`src/rtl/sap1_pkg.sv`:
```
// Shared SAP-1 definitions: loader FSM state encoding, default bus widths
// and program RAM geometry.
// Optional feature macro: RAM_LOADER_CHECKSUM_EN. When it is defined, the
// state list gains ST_CSUM.
package sap1_pkg;

    localparam int ADDR_W_DEF = 4;
    localparam int DATA_W_DEF = 8;
    localparam int RAM_DEPTH  = 16;
    localparam int MAX_LEN    = 16;

    // The length down-counter must hold MAX_LEN itself, not just MAX_LEN-1.
    localparam int LEN_W = $clog2(MAX_LEN + 1);

    typedef enum logic [2:0] {
        ST_IDLE = 3'd0,
        ST_LEN  = 3'd1,
        ST_DATA = 3'd2,
`ifdef RAM_LOADER_CHECKSUM_EN
        ST_CSUM = 3'd3,
`endif
        ST_DONE = 3'd4,
        ST_ERR  = 3'd5
    } load_state_t;

    // A session length is usable when it is non-zero and fits the RAM.
    function automatic logic len_ok(input int unsigned n);
        return (n >= 1) && (n <= MAX_LEN) && (n <= RAM_DEPTH);
    endfunction

endpackage

```
`src/rtl/ram_loader_if.sv`:
```
// Byte-stream handshake plus program-RAM write port of the SAP-1 loader.
// The slave modport is the loader. The master modport is the host side,
// which drives the stream and observes the RAM writes.
interface ram_loader_if #(
    parameter int ADDR_W = sap1_pkg::ADDR_W_DEF,
    parameter int DATA_W = sap1_pkg::DATA_W_DEF
);
    logic              ld_valid;
    logic [DATA_W-1:0] ld_data;
    logic              ld_ready;
    logic              prog_we;
    logic [ADDR_W-1:0] prog_addr;
    logic [DATA_W-1:0] prog_data;

    modport master (
        output ld_valid, ld_data,
        input  ld_ready, prog_we, prog_addr, prog_data
    );

    modport slave (
        input  ld_valid, ld_data,
        output ld_ready, prog_we, prog_addr, prog_data
    );
endinterface

```
`src/rtl/ram_loader_csum.sv`:
```
// Running mod-2^DATA_W sum of the payload bytes of one load session.
// This module is instantiated only when RAM_LOADER_CHECKSUM_EN is defined.
module ram_loader_csum #(
    parameter int DATA_W = sap1_pkg::DATA_W_DEF
) (
    input  logic              clk,
    input  logic              reset,
    input  logic              clr,
    input  logic              add,
    input  logic [DATA_W-1:0] din,
    output logic [DATA_W-1:0] sum
);

    // Accumulate each accepted payload byte; start of session clears the sum.
    always_ff @(posedge clk or negedge reset) begin
        if (!reset) begin
            sum <= '0;
        end else if (clr) begin
            sum <= '0;
        end else if (add) begin
            sum <= sum + din;
        end
    end

endmodule

```
`src/rtl/ram_loader.sv`:
```
// SAP-1 program RAM loader. It takes a length byte N, then N payload bytes,
// and writes the payload bytes to RAM addresses 0..N-1. The CPU is held in
// reset until the load completes.
// Optional feature macro: RAM_LOADER_CHECKSUM_EN. When it is defined, a
// trailing mod-256 checksum byte must match the sum of the payload bytes.
//
// state   | meaning
// --------+-----------------------------------------------------------
// IDLE    | after reset; waits for start
// LEN     | waits for the length byte N
// DATA    | accepts N payload bytes, one RAM write per byte
// CSUM    | waits for the checksum byte (only with RAM_LOADER_CHECKSUM_EN)
// DONE    | load complete, CPU released; waits for start
// ERR     | load aborted, CPU held; waits for start
module ram_loader
    import sap1_pkg::*;
#(
    parameter int ADDR_W = ADDR_W_DEF,
    parameter int DATA_W = DATA_W_DEF
) (
    input  logic         clk,
    input  logic         reset,
    input  logic         start,
    ram_loader_if.slave  bus,
    output logic         cpu_hold,
    output logic         done,
    output logic         err
);

    load_state_t       state_q;
    logic              ready_q;
    logic              we_q;
    logic [ADDR_W-1:0] addr_q;
    logic [DATA_W-1:0] data_q;
    logic [ADDR_W-1:0] wr_ptr_q;
    logic [LEN_W-1:0]  rem_q;
    logic              done_q;
    logic              err_q;
    logic              hold_q;
    logic              acc;

    assign acc = bus.ld_valid & ready_q;

    assign bus.ld_ready  = ready_q;
    assign bus.prog_we   = we_q;
    assign bus.prog_addr = addr_q;
    assign bus.prog_data = data_q;
    assign cpu_hold      = hold_q;
    assign done          = done_q;
    assign err           = err_q;

`ifdef RAM_LOADER_CHECKSUM_EN
    logic [DATA_W-1:0] csum;
    logic              csum_clr;
    logic              csum_add;

    assign csum_clr = start && ((state_q == ST_IDLE) || (state_q == ST_DONE) ||
                                (state_q == ST_ERR));
    assign csum_add = acc && (state_q == ST_DATA);

    ram_loader_csum #(.DATA_W(DATA_W)) u_csum (
        .clk   (clk),
        .reset (reset),
        .clr   (csum_clr),
        .add   (csum_add),
        .din   (bus.ld_data),
        .sum   (csum)
    );
`endif

    // Session FSM. All outputs are registered and change with the state.
    // prog_we defaults low each cycle, so every write is a single-cycle pulse.
    always_ff @(posedge clk or negedge reset) begin
        if (!reset) begin
            state_q  <= ST_IDLE;
            ready_q  <= 1'b0;
            we_q     <= 1'b0;
            addr_q   <= '0;
            data_q   <= '0;
            wr_ptr_q <= '0;
            rem_q    <= '0;
            done_q   <= 1'b0;
            err_q    <= 1'b0;
            hold_q   <= 1'b1;
        end else begin
            we_q <= 1'b0;
            case (state_q)
                ST_IDLE, ST_DONE, ST_ERR: begin
                    if (start) begin
                        state_q  <= ST_LEN;
                        ready_q  <= 1'b1;
                        done_q   <= 1'b0;
                        err_q    <= 1'b0;
                        hold_q   <= 1'b1;
                        wr_ptr_q <= '0;
                        rem_q    <= '0;
                    end
                end
                ST_LEN: begin
                    if (acc) begin
                        if (len_ok(32'(bus.ld_data))) begin
                            rem_q   <= LEN_W'(bus.ld_data);
                            state_q <= ST_DATA;
                        end else begin
                            state_q <= ST_ERR;
                            ready_q <= 1'b0;
                            err_q   <= 1'b1;
                        end
                    end
                end
                ST_DATA: begin
                    if (acc) begin
                        we_q     <= 1'b1;
                        addr_q   <= wr_ptr_q;
                        data_q   <= bus.ld_data;
                        wr_ptr_q <= wr_ptr_q + 1'b1;
                        rem_q    <= rem_q - 1'b1;
                        if (rem_q == LEN_W'(1)) begin
`ifdef RAM_LOADER_CHECKSUM_EN
                            state_q <= ST_CSUM;
`else
                            state_q <= ST_DONE;
                            ready_q <= 1'b0;
                            done_q  <= 1'b1;
                            hold_q  <= 1'b0;
`endif
                        end
                    end
                end
`ifdef RAM_LOADER_CHECKSUM_EN
                ST_CSUM: begin
                    if (acc) begin
                        ready_q <= 1'b0;
                        if (bus.ld_data == csum) begin
                            state_q <= ST_DONE;
                            done_q  <= 1'b1;
                            hold_q  <= 1'b0;
                        end else begin
                            state_q <= ST_ERR;
                            err_q   <= 1'b1;
                        end
                    end
                end
`endif
                default: begin
                    state_q <= ST_IDLE;
                    ready_q <= 1'b0;
                    hold_q  <= 1'b1;
                end
            endcase
        end
    end

endmodule

```
`src/flat_wrapper.sv`:
```
// flat-port wrapper written by rule: the top's interface ports become plain ports
module ram_loader_flat import sap1_pkg::*;
#(
    parameter int ADDR_W = ADDR_W_DEF,
    parameter int DATA_W = DATA_W_DEF
)
  (clk, reset, start, cpu_hold, done, err, bus_ld_valid, bus_ld_data, bus_ld_ready, bus_prog_we, bus_prog_addr, bus_prog_data);
  ram_loader_if #(.ADDR_W(ADDR_W), .DATA_W(DATA_W)) bus_i ();
  input  logic clk;
  input  logic reset;
  input  logic start;
  output logic cpu_hold;
  output logic done;
  output logic err;
  input wire logic [$bits(bus_i.ld_valid)-1:0] bus_ld_valid;
  input wire logic [$bits(bus_i.ld_data)-1:0] bus_ld_data;
  output wire logic [$bits(bus_i.ld_ready)-1:0] bus_ld_ready;
  output wire logic [$bits(bus_i.prog_we)-1:0] bus_prog_we;
  output wire logic [$bits(bus_i.prog_addr)-1:0] bus_prog_addr;
  output wire logic [$bits(bus_i.prog_data)-1:0] bus_prog_data;
  assign bus_i.ld_valid = bus_ld_valid;
  assign bus_i.ld_data = bus_ld_data;
  assign bus_ld_ready = bus_i.ld_ready;
  assign bus_prog_we = bus_i.prog_we;
  assign bus_prog_addr = bus_i.prog_addr;
  assign bus_prog_data = bus_i.prog_data;
  ram_loader #(.ADDR_W(ADDR_W), .DATA_W(DATA_W)) u_core (.clk(clk), .reset(reset), .start(start), .bus(bus_i), .cpu_hold(cpu_hold), .done(done), .err(err));
endmodule
```
`config.mk`:
```
export PLATFORM = sky130hd
export DESIGN_NAME = ram_loader_flat
export DESIGN_NICKNAME = d
export VERILOG_FILES = /design/src/rtl/sap1_pkg.sv /design/src/rtl/ram_loader_if.sv /design/src/rtl/ram_loader_csum.sv /design/src/rtl/ram_loader.sv /design/src/flat_wrapper.sv
export SDC_FILE = /design/constraint.sdc
export NUM_CORES = 1
export LEC_CHECK = 0
export ABC_AREA = 1
export CORE_ASPECT_RATIO = 1.5
export CORE_UTILIZATION = 59
export DETAILED_ROUTE_END_ITERATION = 8
export DONT_BUFFER_PORTS = 1
export PLACE_DENSITY = 0.8
export SYNTH_ARGS = -nofsm -noshare
export SYNTH_HDL_FRONTEND = slang
export SYNTH_SLANG_ARGS = --single-unit
```
`constraint.sdc`:
```
create_clock -name clk -period 1.9 [get_ports clk]
set_clock_uncertainty 0.2 [all_clocks]
set_input_delay 0.19 -clock clk [delete_from_list [all_inputs] [get_ports clk]]
set_output_delay 0.19 -clock clk [all_outputs]
set_load 0.05 [all_outputs]
```
---- After elaboration in Yosys (flattened, before gate mapping) ----
Index checks and enable logic that the tools add are counted.
W data, S select, Z words.
word-level totals
  register bits after elaboration ......... 29
  input bits .............................. 12
  output and inout port bits .............. 17
  logic and storage cells ................. 72
cells by class
  magnitude comparators ................... 2
  multiplexer cells ....................... 30
  reduce and logical (&&, ||, !) cells .... 15
  equality and inequality tests ........... 11
  add/sub/neg operators ................... 2
  bitwise operators ....................... 2
operator list
  cell                   count
  $mux W5                4
  $reduce_and A4 Y1      4
  $mux W3                5
  $pmux W5 S3            1
  $mux W1                12
  $reduce_and A5 Y1      2
  $pmux W3 S3            1
  $ge A8 B1 Y1 const B   1
  $le A8 B5 Y1 const B   1
  $mux W4                2
  $ne A2 B1 Y1 const B   4
  $pmux W4 S2            1
  $eq A3 B3 Y1 const B   2
  $pmux W1 S3            2
  $eq A5 B1 Y1 const B   1
  $sub A5 B1 Y5 const B  1
  $add A4 B1 Y4 const B  1
  $ne A2 B2 Y1 const B   2
  $pmux W1 S2            2
  $reduce_bool A2 Y1     2
  $eq A3 B1 Y1 const B   1
  $eq A3 B2 Y1 const B   1
  $logic_not A3 Y1       1
  $reduce_and A3 Y1      1
  other kinds (6)        7

---- Logic depth before layout (Yosys ltp) ----
  depth in word-level cells ............... 6
  mapped depth ............................ 9

---- Worst setup path before layout ----
No wires, ideal clock.
  kind .................................... reg2reg
  from .................................... reg u_core.ready_q (netlist: u_core.bus.ld_ready)
  to ...................................... reg u_core.ready_q (netlist: u_core.bus.ld_ready)
  setup slack ............................. 0.178 ns
  arrival ................................. 1.402 ns
  required time ........................... 1.580 ns
  cell stages (with the launch flop) ...... 8
  clock period less this slack ............ 1.722 ns
  buffers on the path ..................... 0
  cell sequence ........................... dfrtp_1 nand2_1 nand2_2 nand2_2 nor2_2 nand2_2 nand2_1 nand2_1
between the ends
  word-level cells in the longest chain between the ends .. 3
ends and longest elaborated chain
  element                        line               RTL
  from (decl)                    ram_loader.sv:31   logic ready_q;
  from (signal assigned)         ram_loader.sv:76   ready_q <= 1'b0;
  from (signal assigned)         ram_loader.sv:91   ready_q <= 1'b1;
  from (signal assigned)         ram_loader.sv:106  ready_q <= 1'b0;
  $and A1 B1 Y1 *                ram_loader.sv:42   assign acc = bus.ld_valid & ready_q;
  $ne A2 B1 Y1 (no line)         -
  $reduce_and A5 Y1 (no line) *  -
Every way passes the cells marked *; elsewhere a longest branch is shown, timed or not.
A chain may end at the register's enable or synchronous reset.

---- Final worst setup path ----
  from .................................... reg u_core.state_q[0]
  to ...................................... reg u_core.data_q[6] (netlist: u_core.bus.prog_data[6])
between the ends
  word-level cells in the longest chain between the ends .. 2
ends and longest elaborated chain
  element                      line               RTL
  from (decl)                  ram_loader.sv:30   load_state_t state_q;
  from (signal assigned)       ram_loader.sv:75   state_q <= ST_IDLE;
  from (signal assigned)       ram_loader.sv:90   state_q <= ST_LEN;
  from (signal assigned)       ram_loader.sv:103  state_q <= ST_DATA;
  $eq A3 B2 Y1                 ram_loader.sv:87   case (state_q)
  $reduce_and A2 Y1 (no line)  -
  to (signal assigned)         ram_loader.sv:115  data_q <= bus.ld_data;
  to (decl)                    ram_loader.sv:34   logic [DATA_W-1:0] data_q;
No other way between the ends.

==> summary.md <==
| Metric | Value |
|---|---|
| RSZ-0062 raised after global routing | no |
| CTS tree | done |
| Outcome | finished clean |
| Die width | 42.62 µm |
| Routed Antenna Nets | 0 |
| Post-Syn Area per Cell | about 7.9 µm² |
| Ports | 29 |
| Critical Path Slowest Stage Cell | dfrtp_1 |
| VDD IR max | between 0.3 and 0.4 mV |
| Max_cap viols | 0 |
| Clk buf depth | 2 |
| Initial Util | 63.88% |
| Cell taking the most area after synthesis | dfrtp_1 |
| Reg-to-reg endpoint | u_core.bus.prog_data[6] |
| Ant diodes | 0 |
| Hold Path Class | in -> reg |
| Synth Flop Type | dfrtp_1 |
| Grt total ovfl | 0 |
| GR Util met3 | 9.538% |
| Crit path DAT | 1.75 ns |
| Core area | 0.002286 mm² |
| Area contributors post-synth | dfrtp_1, nand2_1, nand3_1 |
| Detailed-route wire length per cell | 15.02 µm |
| DRT Wirelength | 3395 µm |
| Data required time of the worst path | just under 2 ns |
| Worst setup EP type | flop |
| Final setup viols | 0 |
| DRT Pass-1 Iters | 7 |
| Buf/Inv on CP | 1 |
| Slew Limit Fails | 0 |
| Setup crit end | u_core.bus.prog_data[6] |
| Power per cell area | 624.5 mW/mm² |
| Sequential share of the synthesized area | between 40% and 50% |
| Critical Path, Cell by Cell | nor2_1 > nand2_1 > nor2_2 > inv_2 > nand2_1 > nand2_1 |
| Synth Area in XOR/XNOR | under 10% |
| CTS Buf Count | 5 |
| Met2 Usage GRT | a little over half |
| Mapped Area | 0.001460 mm² |
| Cell Area, Placed | 0.001485 mm² |
| Achievable clock frequency | between 500 and 600 MHz |
| Fin Setup TNS | 0 ns |
| Mapped Cells | 184 |
| First-pass GRT wire length | 5830 µm |
| Most used cell, CP | nand2_1 |
| GRT Resource Usage Total | approximately 29% |
| Vias per inst | 5.717 |
| Post_cts resized | 0 |
| Synth top cells by count | nand2_1, dfrtp_1, nand3_1, inv_1, o21ai_0 |
| Delay-heaviest family, CP | simple AND/OR/NAND/NOR gates |
| Drt drc | 0 |
| Slowest stage delay, CP | 0.43 ns |
| Yosys top cell area share | 47.99% |
| Simple-gate area share of the yosys netlist | 33.76% |
| Leakage | 0.8883 nW |
| Layer with the highest usage | met2 |
| Tcrit/Tclk final | 90.26% |
| Clk Latency, worst-skew pair | 0.34 ns |
| Area grow syn2layout | 13.45% |
| IO Port Bufs | 0 |
| Starting DRC count in detailed routing | 48 |
| Multiplexer share of the synthesized area | 0% |
| Async S/R FF share, synth | 100.0% |
| Row cnt | 21 |
| Min Tclk post-route | 1.715 ns |
| CP Launch Type | flop |
| Synth cell types | 24 |
| Chip Height | between 60 and 70 µm |
| Final hold vios | 0 |
| Clk pin slew, worst setup/hold paths | around 0.1 ns |
| Crit path from | u_core.state_q[0] |
| DR vias | between 1,000 and 1,500 |
| Syn Nets | 199 |
| Critical path type | reg -> reg |
| Post-synthesis compound-gate area fraction | 7.541% |
| WHS | 0.02691 ns |
| Reg2reg start | u_core.state_q[0] |
| Clock Root Buffer | clkbuf_4 |
| Ys Warns | 0 |
| Rel. slew slack | about 66% |
| Worst-margin pin slew | 0.5049 ns |
| Layout cells sized above 1 | 13.79% |
| Largest family of logic cells by synthesized area | simple AND/OR/NAND/NOR gates |
| Routability cong. | 0.9422 |
| Initial antenna violation count | 0 |
| Clock Sinks | 29 |
| Most common cell in the netlist | nand2_1 |
| Register-to-register setup slack | approximately 0.18 ns |
| Die area | approximately 0.0027 mm² |
| Final instance area | ~0.0017 mm² |
| Reg2reg path depth | 6 |
| GRT met1 Usage | 28.46% |
| Post-synth EDFFs | 0 |
| Htree depth | 2 |
| Vias in the first global route | 1,349 |
| Final HPWL DP | 2222 µm |
| Critical path fanouts, max | 18 |
| Levels on crit path | 6 |
| Largest net degree at the start of global routing | 30 |
| Post-synthesis adder-cell area fraction | between 2 and 3% |
| #FFs+latches synth | 29 |
| Final nets | ~220 |
==> tightest hold or removal path, delay by kind of cell <==
kind	cells	cell delay, ns
AND/OR/NAND/NOR	4	0.29
AO/OA/AOI/OAI	1	0.06
==> stage by stage <==
step / instances / utilization, % / total power, mW / setup WS (ns)
after detailed placement: 207 / 64.97 / 0.6445 / 0.2378
after floorplan: 184 / - / 0.6419 / 0.1779
after global placement: 207 / 64.97 / 0.6444 / 0.3251
after global routing: 226 / 72.47 / 1.068 / 0.05045
final: 226 / 72.47 / 1.035 / 0.1850
after CTS: 226 / 72.47 / 1.033 / 0.2081
==> cells by family after synthesis <==
kind of cell,after synthesis
buffers and inverters,17
XOR/XNOR,2
AO/OA/AOI/OAI,20
AND/OR/NAND/NOR,113
flip-flops,29
adder cells (fa/ha/maj),3
==> cells in the final DEF, fill, tap and decap left out, drive strengths merged <==
| cell | count |
|---|---|
| a21oi | 3 |
| buf | 3 |
| clkbuf | 6 |
| clkinv | 2 |
| dfrtp | 28 |
| dfstp | 1 |
| dlygate4sd3 | 10 |
| ha | 3 |
| inv | 15 |
| nand2 | 78 |
| nand3 | 17 |
| nor2 | 15 |
| nor3 | 2 |
| o21ai | 15 |
| o22ai | 2 |
| or2 | 1 |
| xnor2 | 1 |
| xor2 | 1 |
==> where the power goes <==
part           switching (mW)  internal (mW)
registers                   0          0.617
logic                  0.0290         0.0234
clock network           0.225          0.141
total                   0.254          0.781
==> sequential cells by signal, summed over array words and instances (netlist names), 3 cells and up <==
register,cells
u_core.bus.prog_addr,4
u_core.bus.prog_data,8
u_core.rem_q,5
u_core.state_q,3
u_core.wr_ptr_q,4
==> final cells by class <==
cell class / instances / area, µm²
clock buffer: 6 / 41.29
clock inverter: 2 / 10.01
fill: 178 / 629.4
inverter: 15 / 56.30
multi-input combinational: 138 / 658.1
sequential: 29 / 726.9
tap: 23 / 28.78
timing repair buffer: 13 / 135.1
==> worst min path at each step <==
| stage | from | end | slack (ns) | depth (start not counted) |
|---|---|---|---|---|
| detailed placement | reset | u_core.bus.prog_data[2] | -0.31 | 0 |
| finish | bus_ld_data[4] | u_core.err | 0.03 | 5 |
| CTS | bus_ld_data[4] | u_core.err | 0.04 | 5 |
| global placement | reset | u_core.bus.prog_data[3] | -0.31 | 0 |
| global route | bus_ld_data[4] | u_core.err | 0.07 | 5 |
| floorplan | reset | u_core.bus.ld_ready | -0.31 | 0 |
==> routing by layer <==
layer  vias up  wire length (µm)
met5         -                 0
met4         0                78
met3         7               198
met2        68              1902
met1       598              1215
li1        619                 -
==> timing repair <==
item | in CTS | in global routing
hold endpoints to repair | 49 | 0
endpoints found under the setup margin | 0 | 0
buffers inserted | 0 | 0
hold buffers | 11 | 0
(Power assumes the default switching activity.)
